`config.mk`:
```
export PLATFORM = sky130hd
export DESIGN_NAME = mul_div_unit
export DESIGN_NICKNAME = d
export VERILOG_FILES = /design/src/rtl/mul_div_unit.sv
export SDC_FILE = /design/constraint.sdc
export NUM_CORES = 1
export LEC_CHECK = 0
export ABC_AREA = 1
export BUFFER_PORTS_ARGS = -buffer_cell sky130_fd_sc_hd__buf_2
export CORE_UTILIZATION = 60
export CTS_CLUSTER_SIZE = 20
export DETAILED_ROUTE_END_ITERATION = 8
export PLACE_DENSITY = 0.79
export SLEW_MARGIN = 20
export SYNTH_ARGS = -nofsm -noshare
export SYNTH_HDL_FRONTEND = slang
export SYNTH_SLANG_ARGS = --single-unit
```
`constraint.sdc`:
```
create_clock -name clk -period 3.1 [get_ports clk]
set_input_delay 0.31 -clock clk [delete_from_list [all_inputs] [get_ports clk]]
set_output_delay 0.31 -clock clk [all_outputs]
set_load 0.05 [all_outputs]
```
`src/rtl/mul_div_unit.sv`:
```
// Iterative unsigned multiply/divide unit: accepts one tagged operation,
// iterates 32 times (shift-add multiply or restoring divide), then holds
// the tagged result until the CDB grants a broadcast. A ROB flush aborts it.
module mul_div_unit #(
  parameter int WIDTH   = 32,
  parameter int ROBEN_W = 5
) (
  input  logic               clk,
  input  logic               rst,
  input  logic               in_valid,
  input  logic [ROBEN_W-1:0] in_ROBEN,
  input  logic [1:0]         in_op,
  input  logic [WIDTH-1:0]   in_A,
  input  logic [WIDTH-1:0]   in_B,
  input  logic               ROB_FLUSH_Flag,
  input  logic               cdb_grant,
  output logic               FU_Is_Free,
  output logic               out_valid,
  output logic [ROBEN_W-1:0] out_ROBEN,
  output logic [WIDTH-1:0]   out_result
);

  typedef enum logic [1:0] {S_IDLE, S_BUSY, S_DONE} state_e;
  typedef enum logic [1:0] {OP_MUL, OP_MULHU, OP_DIVU, OP_REMU} op_e;

  localparam logic [5:0] CNT_LAST = 6'(WIDTH - 1);

  state_e               state_q;
  logic [5:0]           cnt_q;
  logic [ROBEN_W-1:0]   tag_q;
  op_e                  op_q;
  // Multiplicand for MUL/MULHU, divisor for DIVU/REMU.
  logic [WIDTH-1:0]     opnd_q;
  logic [2*WIDTH-1:0]   prod_q;
  logic [WIDTH-1:0]     rem_q;
  logic [WIDTH-1:0]     quo_q;
  logic                 out_valid_q;
  logic [ROBEN_W-1:0]   out_roben_q;
  logic [WIDTH-1:0]     out_result_q;

  logic [WIDTH:0]       sum;
  logic [WIDTH:0]       trial;
  logic [2*WIDTH-1:0]   prod_d;
  logic [WIDTH-1:0]     rem_d;
  logic [WIDTH-1:0]     quo_d;
  logic [WIDTH-1:0]     result_d;

  // One iteration of both datapaths, plus the final result selection.
  // The remainder always fits WIDTH bits (it is below the divisor, or is a
  // prefix of the dividend when dividing by zero), so only the trial value
  // carries the extra bit.
  always_comb begin
    sum    = {1'b0, prod_q[2*WIDTH-1:WIDTH]} + (prod_q[0] ? {1'b0, opnd_q} : '0);
    prod_d = {sum, prod_q[WIDTH-1:1]};
    trial  = {rem_q, quo_q[WIDTH-1]};
    if (trial >= {1'b0, opnd_q}) begin
      rem_d = WIDTH'(trial - {1'b0, opnd_q});
      quo_d = {quo_q[WIDTH-2:0], 1'b1};
    end else begin
      rem_d = trial[WIDTH-1:0];
      quo_d = {quo_q[WIDTH-2:0], 1'b0};
    end
    case (op_q)
      OP_MUL:   result_d = prod_d[WIDTH-1:0];
      OP_MULHU: result_d = prod_d[2*WIDTH-1:WIDTH];
      OP_DIVU:  result_d = quo_d;
      default:  result_d = rem_d;
    endcase
  end

  // Control FSM with operand latching, iteration and registered outputs.
  always_ff @(posedge clk or negedge rst) begin
    if (!rst) begin
      state_q      <= S_IDLE;
      cnt_q        <= '0;
      tag_q        <= '0;
      op_q         <= OP_MUL;
      opnd_q       <= '0;
      prod_q       <= '0;
      rem_q        <= '0;
      quo_q        <= '0;
      out_valid_q  <= 1'b0;
      out_roben_q  <= '0;
      out_result_q <= '0;
    end else if (ROB_FLUSH_Flag) begin
      state_q      <= S_IDLE;
      cnt_q        <= '0;
      out_valid_q  <= 1'b0;
      out_roben_q  <= '0;
      out_result_q <= '0;
    end else begin
      case (state_q)
        S_IDLE: begin
          if (in_valid && (in_ROBEN != '0)) begin
            state_q <= S_BUSY;
            cnt_q   <= '0;
            tag_q   <= in_ROBEN;
            op_q    <= op_e'(in_op);
            opnd_q  <= in_op[1] ? in_B : in_A;
            prod_q  <= {{WIDTH{1'b0}}, in_B};
            rem_q   <= '0;
            quo_q   <= in_A;
          end
        end
        S_BUSY: begin
          prod_q <= prod_d;
          rem_q  <= rem_d;
          quo_q  <= quo_d;
          if (cnt_q == CNT_LAST) begin
            state_q      <= S_DONE;
            out_valid_q  <= 1'b1;
            out_roben_q  <= tag_q;
            out_result_q <= result_d;
          end else begin
            cnt_q <= cnt_q + 6'd1;
          end
        end
        S_DONE: begin
          if (cdb_grant) begin
            state_q      <= S_IDLE;
            cnt_q        <= '0;
            out_valid_q  <= 1'b0;
            out_roben_q  <= '0;
            out_result_q <= '0;
          end
        end
        default: state_q <= S_IDLE;
      endcase
    end
  end

  assign FU_Is_Free = (state_q == S_IDLE);
  assign out_valid  = out_valid_q;
  assign out_ROBEN  = out_roben_q;
  assign out_result = out_result_q;

endmodule

```
==> results of run 1 <==
[kinds of logic (layout without fill, tap and decap cells)]
group	count (synthesis)	in the layout	share of synthesized area [%]
simple gates	1325	1325	34.8
buf+inv	494	606	12.2
compound gates	316	316	12.2
flops	213	213	33.8
fa+ha+maj	71	71	5.72
xor+xnor	24	24	1.33
other cells	0	4	0
[worst paths after layout]
kind / start / endpoint / slack [ns] / cells after the start
min in group asynchronous: rst / cnt_q[1] / 0.44 / 2
max in group asynchronous: rst / out_result[13] / 1.89 / 3
worst min-delay path: in_ROBEN[4] / tag_q[4] / 0.02 / 3
worst max register to register: prod_q[0] / out_result[29] / 0.07 / 16
worst max-delay path: prod_q[0] / out_result[29] / 0.07 / 16
worst min register to register: out_result[12] / out_result[12] / 0.47 / 2
[cells in the mapped netlist, types with 15 or more instances]
master | instances | area share, %
a21oi_1 | 61 | 1.9
nor3_1 | 18 | 0.57
a31oi_1 | 48 | 1.9
clkbuf_1 | 51 | 1.2
nor2_1 | 133 | 3.2
buf_2 | 23 | 0.73
o21ai_0 | 105 | 3.3
ha_1 | 69 | 5.5
a22o_1 | 15 | 0.83
nand3_1 | 148 | 4.7
nand2_1 | 940 | 22
nand2_2 | 22 | 0.87
xor2_1 | 19 | 1.1
inv_1 | 399 | 9.5
o211ai_1 | 46 | 2.2
dfrtp_1 | 213 | 34
[worst min-delay path, stage by stage]
cell     delay [ns]
buf_2          0.09
nand2_1        0.04
o21ai_0        0.06
[final cells by class]
type | count | area [um2] | area share, %
antenna | 4 | 10.0 | 0.0566
clock buffer | 32 | 682 | 3.85
clock inverter | 8 | 143 | 0.806
inverter | 406 | 1520 | 8.62
multi-input combinational | 1736 | 8580 | 48.5
sequential | 213 | 5330 | 30.1
tap | 330 | 413 | 2.33
timing repair buffer | 160 | 1010 | 5.70
[through the flow]
stage	total power [mW]	hold slack, ns	setup slack, ns
4_1_cts	20.5	0.00683	0.0336
6_report	21.0	0.0202	0.0722
2_1_floorplan	13.7	0.0144	0.604
5_1_grt	22.4	0.0524	-0.0116
3_3_place_gp	17.1	0.432	-0.124
3_5_place_dp	17.3	0.431	-0.0724
[routing by layer]
layer | vias to the layer above | part of all wire [%]
li1 | 7871 | -
met1 | 7792 | 42
met2 | 937 | 43
met3 | 137 | 11
met4 | 8 | 4.3
met5 | - | 0.093
[layout by cell type, fill, tap and decap left out, types with 21 or more instances in the layout]
master     count
o21ai_0      105
buf_4         35
buf_2        114
a21oi_1       61
dfrtp_1      213
clkbuf_16     25
nand2_2       21
nand2_1      940
nand3_1      148
o211ai_1      46
ha_1          63
inv_1        399
a31oi_1       48
nor2_1       129
[timing repair]
item,4_1_cts,5_1_grt
setup endpoints to repair,1,5
gates resized for setup,1,12
endpoints found under the hold margin,105,0
hold buffers,4,0
cloned,0,0
[report_power, final]
group	internal [mW]	total, mW	leakage [nW]	switching, mW
sequential	3.95	4.99	2.70	1.03
clock	1.86	3.08	0.403	1.21
combinational	3.89	12.9	6.89	9.01
[state kept, by name (all words and copies together), names as in the netlist]
signal      count
cnt_q           6
op_q            2
opnd_q         32
out_ROBEN       5
out_result     32
out_valid       1
prod_q         64
quo_q          32
rem_q          32
state_q         2
tag_q           5
==> flow_summary_export.csv, run 1 <==
group,metric,value,unit
global_route,grtUsageMet1,58.6,%
critical_path,crit_chain,"buf_4 > buf_4 > nand2_1 > inv_1 > ha_2 > nand2_1 > nor2_4 > inv_1 > nor3_4 > and2_1 > nand2_1 > nand3_1 > nand3_1 > a21oi_1 > nand2_1 > nand2_1",
floorplanning,start_util,62.0,%
floorplanning,dieArea,27000,um2
critical_path,crit_top_cell,"nand2_1",
sta,finalHoldViolations,0,
clock_tree,clock-sinks,213,
global_route,grt_remaining_overflow,0,
global_route,grt_antenna_before_repair,7,
route,route.detailed.wl_per_inst,19.5,um
finish,finalNonFillerCells,2889,
clock_tree,cts_tree,"built",
hold_path,holdCritPathClass,"in2reg",
route,firstDrtPassIters,7,
sta,min_period,3.03,ns
clock_tree,numCtsBuffers,25,
finish,fin_area,17700,um2
route,vias,16700,
status,outcome,"finished clean",
yosys,synth_warnings,0,
placement,dp_hpwl,42300,um
placement,place_congestion,1.02,
floorplanning,row_count,58,
sta,final-max-slew-violation-count,0,
global_route,use_met3,9.34,%
finish,nFillCells,2262,
clock_tree,clockBufferDepth,3,
critical_path,slowest_delay,0.41,ns
placement,port_buffers,114,
critical_path,worst-path-buf-inv,4,
sta,fin_tns_setup,0,ns
critical_path,crit_slowest_cell,"dfrtp_1",
route,routed_wl,56200,um
yosys,syn-cell-area,15800,um2
critical_path,critical_path_required,3.56,ns
critical_path,worstSetupPathType,"reg2reg",
finish,num-nets-final,2689,
floorplanning,ios,115,
yosys,ys_ff_latch,213,
yosys,synth-edff-count,0,
critical_path,crit_family,"simple AND/OR/NAND/NOR gates",
floorplanning,die_w,164,um
power_and_ir_drop,p_per_area,1190,nW/um2
sta,rsz0062_at_grt,"true",
global_route,grt_max_degree,129,
clock_tree,post-cts-setup-buffers,0,
critical_path,crit_path_max_fanout,17,
global_route,gr-usage-all-layers,42.6,%
critical_path,critPathArrivalTime,3.49,ns
power_and_ir_drop,ir_drop,1.05,mV
clock_tree,cts-root-buf,"clkbuf_16",
global_route,first_global_vias,15600,
floorplanning,dieHeight,164,um
sta,setup_violations,0,
clock_tree,insertion_delay,0.53,ns
placement,placed_area,16800,um2
power_and_ir_drop,leakage,9.99,nW
route,vias_per_cell,5.80,
yosys,syn_area_per_cell,6.46,um2
route,route.detailed.drc,0,
global_route,busiest_layer,"met2",
yosys,syn-num-nets,2590,
sta,max_freq,330,MHz
floorplanning,core_area,25500,um2
sta,skew,0.0122,ns
finish,drive_above_1_share,10.1,%
sta,finalCritPeriodShare,97.7,%
yosys,yosys_most_used_dff,"dfrtp_1",
yosys,syn_inst,2443,
yosys,synth_cell_type_count,49,
clock_tree,clk_pin_slew_worst_paths,0.06,ns
finish,area_growth,12.1,%
yosys,synth-seq-area-share,33.8,%
sta,max-slew-margin-rel,19.6,%
job,cap_violations,0,
global_route,grtUsageMet2,64.7,%
global_route,grt_pass1_wl,87400,um
clock_tree,cts.htree.levels,1,
critical_path,end_kind,"register",
yosys,synthArstFlopShare,100,%
sta,worstMarginPinSlew,1.21,ns
finish,finish.utilization,69.4,%
critical_path,start_kind,"register",
route,final_antenna_net_count,0,
placement,dp_cells,2840,
route,drt_iter0_markers,1920,
Note: power is estimated with default switching activity, not from simulation.
==> inputs of run 2 (changes only) <==
--- a/config.mk
+++ b/config.mk
@@ -11,6 +11,7 @@
 export CTS_CLUSTER_SIZE = 20
 export DETAILED_ROUTE_END_ITERATION = 8
 export PLACE_DENSITY = 0.79
+export SETUP_SLACK_MARGIN = 0.1
 export SLEW_MARGIN = 20
 export SYNTH_ARGS = -nofsm -noshare
 export SYNTH_HDL_FRONTEND = slang
==> flow_summary_export.csv, run 2 (synthesis results as in run 1) <==
group,metric,value,unit
global_route,grt_max_degree,129,
placement,dp_hpwl,42300,um
critical_path,reg2reg_from,"prod_q[0]",
route,final_antenna_net_count,0,
placement,place_congestion,1.02,
finish,layout_common_cells,"nand2_1 (937), inv_1 (399), dfrtp_1 (213), nand3_1 (147), nor2_1 (126)",
hold_path,hold_start,"in_ROBEN[4]",
power_and_ir_drop,ir_drop,1.05,mV
sta,worst_slack,0.200,ns
global_route,first_global_vias,15600,
sta,worstMarginPinSlew,1.20,ns
critical_path,crit_top_cell,"nand2_1",
clock_tree,clockBufferDepth,3,
sta,max-slew-margin-rel,20.2,%
critical_path,crit_slowest_cell,"dfrtp_1",
power_and_ir_drop,pwr-share-clk,14.7,%
power_and_ir_drop,p_sw_share,53.7,%
critical_path,crit_path_max_fanout,17,
finish,nFillCells,2254,
route,drt_iter0_markers,2011,
finish,area_growth,12.4,%
sta,finalCritPeriodShare,93.6,%
critical_path,r2r_slack,0.20,ns
power_and_ir_drop,p_seq_share,23.8,%
hold_path,holdCritPathClass,"in2reg",
clock_tree,numCtsBuffers,25,
sta,rsz0062_at_grt,"true",
critical_path,crit_chain,"buf_6 > nand2_1 > inv_1 > ha_1 > nand2_1 > inv_1 > nand2_1 > inv_1 > a21oi_1 > nand2_1 > or2_2 > nand3_1 > a21oi_1 > nand2_1 > nand2_1",
sta,skew,0.0116,ns
placement,port_buffers,114,
floorplanning,dieArea,27000,um2
power_and_ir_drop,p_switching,11.3,mW
global_route,gr-usage-all-layers,42.6,%
critical_path,worst_r2r_path_depth,15,
critical_path,critPathArrivalTime,3.31,ns
sta,setup_violations,0,
critical_path,start_kind,"register",
clock_tree,insertion_delay,0.53,ns
clock_tree,clock-sinks,213,
power_and_ir_drop,leakage,10.0,nW
critical_path,slowest_delay,0.40,ns
floorplanning,die_w,164,um
sta,max_freq,345,MHz
clock_tree,cts_tree,"built",
critical_path,end_kind,"register",
clock_tree,clk_pin_slew_worst_paths,0.06,ns
route,vias_per_cell,5.81,
finish,fin_area,17700,um2
sta,finalHoldViolations,0,
route,route.detailed.wl_per_inst,19.5,um
finish,largest_register_ffs,64,
job,cap_violations,0,
finish,num-nets-final,2689,
critical_path,r2r-end,"out_result[12]",
clock_tree,cts-root-buf,"clkbuf_16",
floorplanning,row_count,58,
power_and_ir_drop,intPower,9.72,mW
sta,min_period,2.90,ns
floorplanning,ios,115,
hold_path,whs_path_depth,3,
global_route,grt_antenna_before_repair,7,
finish,drive_above_1_share,10.5,%
route,route.detailed.drc,0,
finish,final_common_cell,"nand2_1",
power_and_ir_drop,p_per_area,1180,nW/um2
critical_path,critical_path_required,3.51,ns
finish,top_register,"prod_q",
global_route,grt_pass1_wl,87400,um
route,firstDrtPassIters,8,
floorplanning,dieHeight,164,um
hold_path,whs_endpoint,"tag_q[4]",
floorplanning,core_area,25500,um2
floorplanning,start_util,62.0,%
critical_path,worstSetupPathType,"reg2reg",
route,routed_wl,56300,um
status,outcome,"finished clean",
clock_tree,post-cts-setup-buffers,0,
clock_tree,cts.htree.levels,1,
route,vias,16800,
sta,final-max-slew-violation-count,0,
placement,pre_cts_ws,-0.0724,ns
placement,placed_area,16800,um2
power_and_ir_drop,combPwrFrac,61.6,%
global_route,grt_remaining_overflow,0,
critical_path,startpoint,"prod_q[0]",
[run 2: changes by cell type in the layout (fill, tap and decap cells not counted), sizes merged]
cell / before / now
diode: 4 / 5
[run 2: cell type report]
| type | count | area, um2 | area share (%) |
|---|---|---|---|
| clock buffers | 32 | 682 | 3.85 |
| well taps | 330 | 413 | 2.33 |
| multi-input cells | 1736 | 8610 | 48.6 |
| diodes | 5 | 12.5 | 0.0706 |
| clock inverters | 8 | 143 | 0.804 |
| inverters | 406 | 1520 | 8.59 |
| repair buffers | 160 | 1020 | 5.73 |
| flip-flops and latches | 213 | 5330 | 30.1 |
[run 2: worst max path at each step]
| stage | to | cells after the start |
|---|---|---|
| 2_1_floorplan | out_result[31] | 20 |
| 3_3_place_gp | out_result[29] | 16 |
| 3_5_place_dp | out_result[29] | 16 |
| 4_1_cts | out_result[29] | 16 |
| 5_1_grt | out_result[21] | 15 |
| 6_report | out_result[12] | 15 |
[run 2: power groups by stage]
| stage | Clock (mW) | Sequential [mW] | Combinational, mW |
|---|---|---|---|
| after floorplan | 0 | 5.13 | 8.60 |
| final | 3.08 | 4.99 | 12.9 |
| after global placement | 0 | 4.90 | 12.2 |
| after CTS | 3.08 | 4.91 | 12.5 |
| after detailed placement | 0 | 4.92 | 12.4 |
| after global routing | 3.17 | 5.07 | 14.1 |
[run 2: worst max-delay path, delay by kind of cell, from the launching register on]
| family | cells | cell delay, ns |
|---|---|---|
| AND/OR/NAND/NOR | 8 | 1.31 |
| buffers and inverters | 4 | 0.51 |
| flip-flops | 1 | 0.40 |
| adder cells (fa/ha/maj) | 1 | 0.32 |
| AO/OA/AOI/OAI | 2 | 0.23 |
[run 2: what timing repair did]
item / 4_1_cts / 5_1_grt
endpoints found under the setup margin: 1 / 10
hold endpoints to repair: 105 / 0
hold buffers: 4 / 0
resized for setup: 2 / 23
pin swaps: 0 / 0
[run 2: routing by layer]
metal	routed length (um)	share of wire (%)	global-route usage [%]
met1	23400	42	58.6
met2	24000	43	64.7
met3	6360	11	9.34
met4	2430	4.3	17.6
met5	52	0.092	0
[run 2: per-stage QoR]
stage	std cells	utilization, %	power (mW)	setup TNS (ns)	hold slack [ns]
global route	2887	69.6	22.4	0	0.0524
finish	2890	69.6	21.0	0	0.0197
CTS	2884	69.2	20.5	0	0.00683
floorplan	2443	-	13.7	0	0.0144
detailed placement	2840	65.8	17.3	-0.0724	0.431
global placement	2840	65.8	17.1	-0.124	0.432
==> inputs of run 3 (changes only) <==
--- a/config.mk
+++ b/config.mk
@@ -5,12 +5,12 @@
 export SDC_FILE = /design/constraint.sdc
 export NUM_CORES = 1
 export LEC_CHECK = 0
-export ABC_AREA = 1
+export ABC_AREA = 0
 export BUFFER_PORTS_ARGS = -buffer_cell sky130_fd_sc_hd__buf_2
 export CORE_UTILIZATION = 60
 export CTS_CLUSTER_SIZE = 20
 export DETAILED_ROUTE_END_ITERATION = 8
-export PLACE_DENSITY = 0.79
+export PLACE_DENSITY = 0.8
 export SETUP_SLACK_MARGIN = 0.1
 export SLEW_MARGIN = 20
 export SYNTH_ARGS = -nofsm -noshare
==> flow_summary_export.csv, run 3 <==
group,metric,value,unit
global_route,first_global_vias,12700,
finish,layout_common_cells,"nand2_1 (206), dfrtp_1 (199), buf_4 (170), o21ai_0 (164)",
sta,finalCritPeriodShare,102,%
clock_tree,insertion_delay,0.53,ns
critical_path,r2r-end,"out_result[21]",
clock_tree,clk_pin_slew_worst_paths,0.07,ns
finish,nFillCells,1347,
finish,final_common_cell,"nand2_1",
critical_path,slowest_delay,0.47,ns
critical_path,worstSetupPathType,"reg2reg",
critical_path,reg2reg_from,"opnd_q[18]",
yosys,synth-seq-area-share,38.5,%
sta,max-slew-margin-rel,46.1,%
sta,min_period,3.16,ns
sta,skew,0.0166,ns
yosys,synth-edff-count,0,
yosys,yosysMostFrequentCell,"nand2_1",
global_route,grt_antenna_before_repair,1,
sta,worstMarginPinSlew,0.808,ns
placement,pre_cts_ws,-0.143,ns
yosys,synthTopCellsByArea,"dfrtp_1 (38%), mux2i_1 (8.2%), o21ai_0 (6.8%)",
floorplanning,dieHeight,154,um
route,route.detailed.drc,0,
finish,drive_above_1_share,31.2,%
placement,dp_hpwl,32200,um
sta,whs,0.0441,ns
critical_path,crit_slowest_cell,"mux4_2",
finish,multi_input_area,9040,um2
finish,register_area,5350,um2
yosys,synthArstFlopShare,100,%
power_and_ir_drop,p_per_area,815,nW/um2
sta,max_freq,316,MHz
route,final_antenna_net_count,0,
finish,area_growth,29.0,%
critical_path,startpoint,"opnd_q[18]",
route,route.detailed.wl_per_inst,22.9,um
finish,num-nets-final,1920,
sta,rsz0062_at_grt,"true",
global_route,use_met3,8.65,%
critical_path,worstSetupPathDepth,12,
critical_path,worst_r2r_path_depth,12,
critical_path,start_kind,"register",
yosys,syn_inst,1542,
power_and_ir_drop,leakage,8.34,nW
job,cap_violations,0,
critical_path,critPathArrivalTime,3.58,ns
clock_tree,cts.htree.levels,1,
yosys,syn-cell-area,13900,um2
critical_path,crit_family,"simple AND/OR/NAND/NOR gates",
floorplanning,row_count,55,
route,vias_per_cell,6.53,
route,firstDrtPassIters,8,
route,vias,13500,
global_route,grtUsageMet1,54.3,%
global_route,grt_pass1_wl,69500,um
global_route,grt_max_degree,92,
critical_path,r2r_slack,-0.06,ns
power_and_ir_drop,ir_drop,0.618,mV
yosys,syn_area_per_cell,8.98,um2
yosys,syn-num-nets,1689,
yosys,synth_top_area_cell,"dfrtp_1",
yosys,synth_common_cells,"nand2_1 (215), dfrtp_1 (213), o21ai_0 (189)",
sta,fin_tns_setup,-0.229,ns
yosys,yosys_most_used_dff,"dfrtp_1",
sta,worst_slack,-0.0625,ns
critical_path,endpoint,"out_result[21]",
clock_tree,cts-root-buf,"clkbuf_16",
critical_path,crit_chain,"inv_1 > ha_1 > nand4_1 > nor4_2 > buf_4 > nand3_1 > nand3_1 > a21boi_2 > nand2_4 > mux2_4 > mux4_2 > a22o_1",
sta,final-max-slew-violation-count,0,
sta,setup_violations,6,
yosys,synth_top_area_share,38.5,%
finish,largest_register_ffs,64,
floorplanning,ios,115,
yosys,ys_ff_latch,213,
clock_tree,clock-sinks,213,
yosys,synth_warnings,0,
global_route,grt_remaining_overflow,0,
clock_tree,cts_tree,"built",
route,routed_wl,47500,um
critical_path,worst-path-buf-inv,2,
placement,port_buffers,114,
floorplanning,core_area,22600,um2
status,violations,"setup timing",
finish,top_register,"prod_q",
floorplanning,start_util,61.2,%
clock_tree,numCtsBuffers,23,
floorplanning,die_w,154,um
finish,diodes,0,
floorplanning,dieArea,23700,um2
placement,place_congestion,0.999,
critical_path,critical_path_required,3.52,ns
global_route,grtUsageMet2,56.3,%
critical_path,crit_top_cell,"nand3_1",
global_route,gr-usage-all-layers,37.6,%
yosys,synth_cell_type_count,86,
critical_path,crit_path_max_fanout,6,
status,outcome,"finished, violations left",
clock_tree,clockBufferDepth,3,
global_route,busiest_layer,"met2",
route,drt_iter0_markers,1274,
sta,finalHoldViolations,0,
hold_path,holdCritPathClass,"in2reg",
critical_path,end_kind,"register",
-- run 3: cell count changes in the layout (fill, tap and decap cells not counted), sizes merged, moves of 29 or more --
cell	before	now
o211ai	46	9
nor2	141	71
buf	156	298
nand3	155	26
inv	406	60
a21o	0	29
nand2	963	217
o21ai	116	195
mux2i	0	114
a31oi	48	17
-- run 3: routing by layer --
layer  up-vias  share of wire, %
li1       6021                 -
met1      6566                41
met2       825                44
met3       130                12
met4         0               3.3
met5         -                 0
-- run 3: report_power, final --
group	leakage (nW)	total, mW	switching [mW]	internal, mW
Combinational	5.20	7.29	4.29	3.00
Sequential	2.76	4.47	0.908	3.56
Clock	0.372	2.81	1.19	1.63
-- run 3: kinds of logic (layout without fill, tap and decap cells) --
family	count (synthesis)	after routing	synth area share, %
xor gates and xnor gates	51	51	3.22
adders and majority gates	71	71	6.52
muxes	137	137	10.2
and+or+nand+nor	437	437	14.4
DFF	213	213	38.5
buffers and inverters	156	403	4.55
AOI/OAI and AO/OA	477	477	22.6
-- run 3: layout make-up --
type / instances / area share, %
multi-input cells: 1173 / 50.6
flip-flops and latches: 213 / 29.9
repair buffers: 301 / 12.0
clock buffers: 30 / 3.59
well taps: 285 / 2.00
inverters: 61 / 1.28
clock inverters: 11 / 0.637
-- run 3: worst min path at each step --
stage	slack [ns]	startpoint	cells past startpoint	end
2_1_floorplan	0.01	rst	0	cnt_q[0]
3_3_place_gp	0.38	rst	1	rem_q[30]
3_5_place_dp	0.38	rst	1	rem_q[30]
4_1_cts	0.03	in_ROBEN[2]	2	tag_q[2]
5_1_grt	0.03	in_ROBEN[4]	2	tag_q[4]
6_report	0.04	in_op[0]	2	op_q[0]
-- run 3: repair_timing --
| action | in CTS | in global routing |
|---|---|---|
| buffers inserted | 9 | 24 |
| hold buffers | 1 | 0 |
| resized for setup | 65 | 165 |
| pin swaps | 34 | 82 |
| cloned | 0 | 2 |
| endpoints found under the hold margin | 87 | 0 |
| endpoints found under the setup margin | 33 | 55 |
-- run 3: stage by stage --
step | utilization (%) | total power [mW] | std cells | area [um2]
final | 78.9 | 14.6 | 2074 | 17900
after CTS | 74.3 | 13.5 | 2048 | 16800
after detailed placement | 69.3 | 10.4 | 1997 | 15700
after global placement | 69.3 | 10.3 | 1997 | 15700
after global routing | 78.9 | 15.2 | 2074 | 17900
after floorplan | - | 8.11 | 1542 | 13900
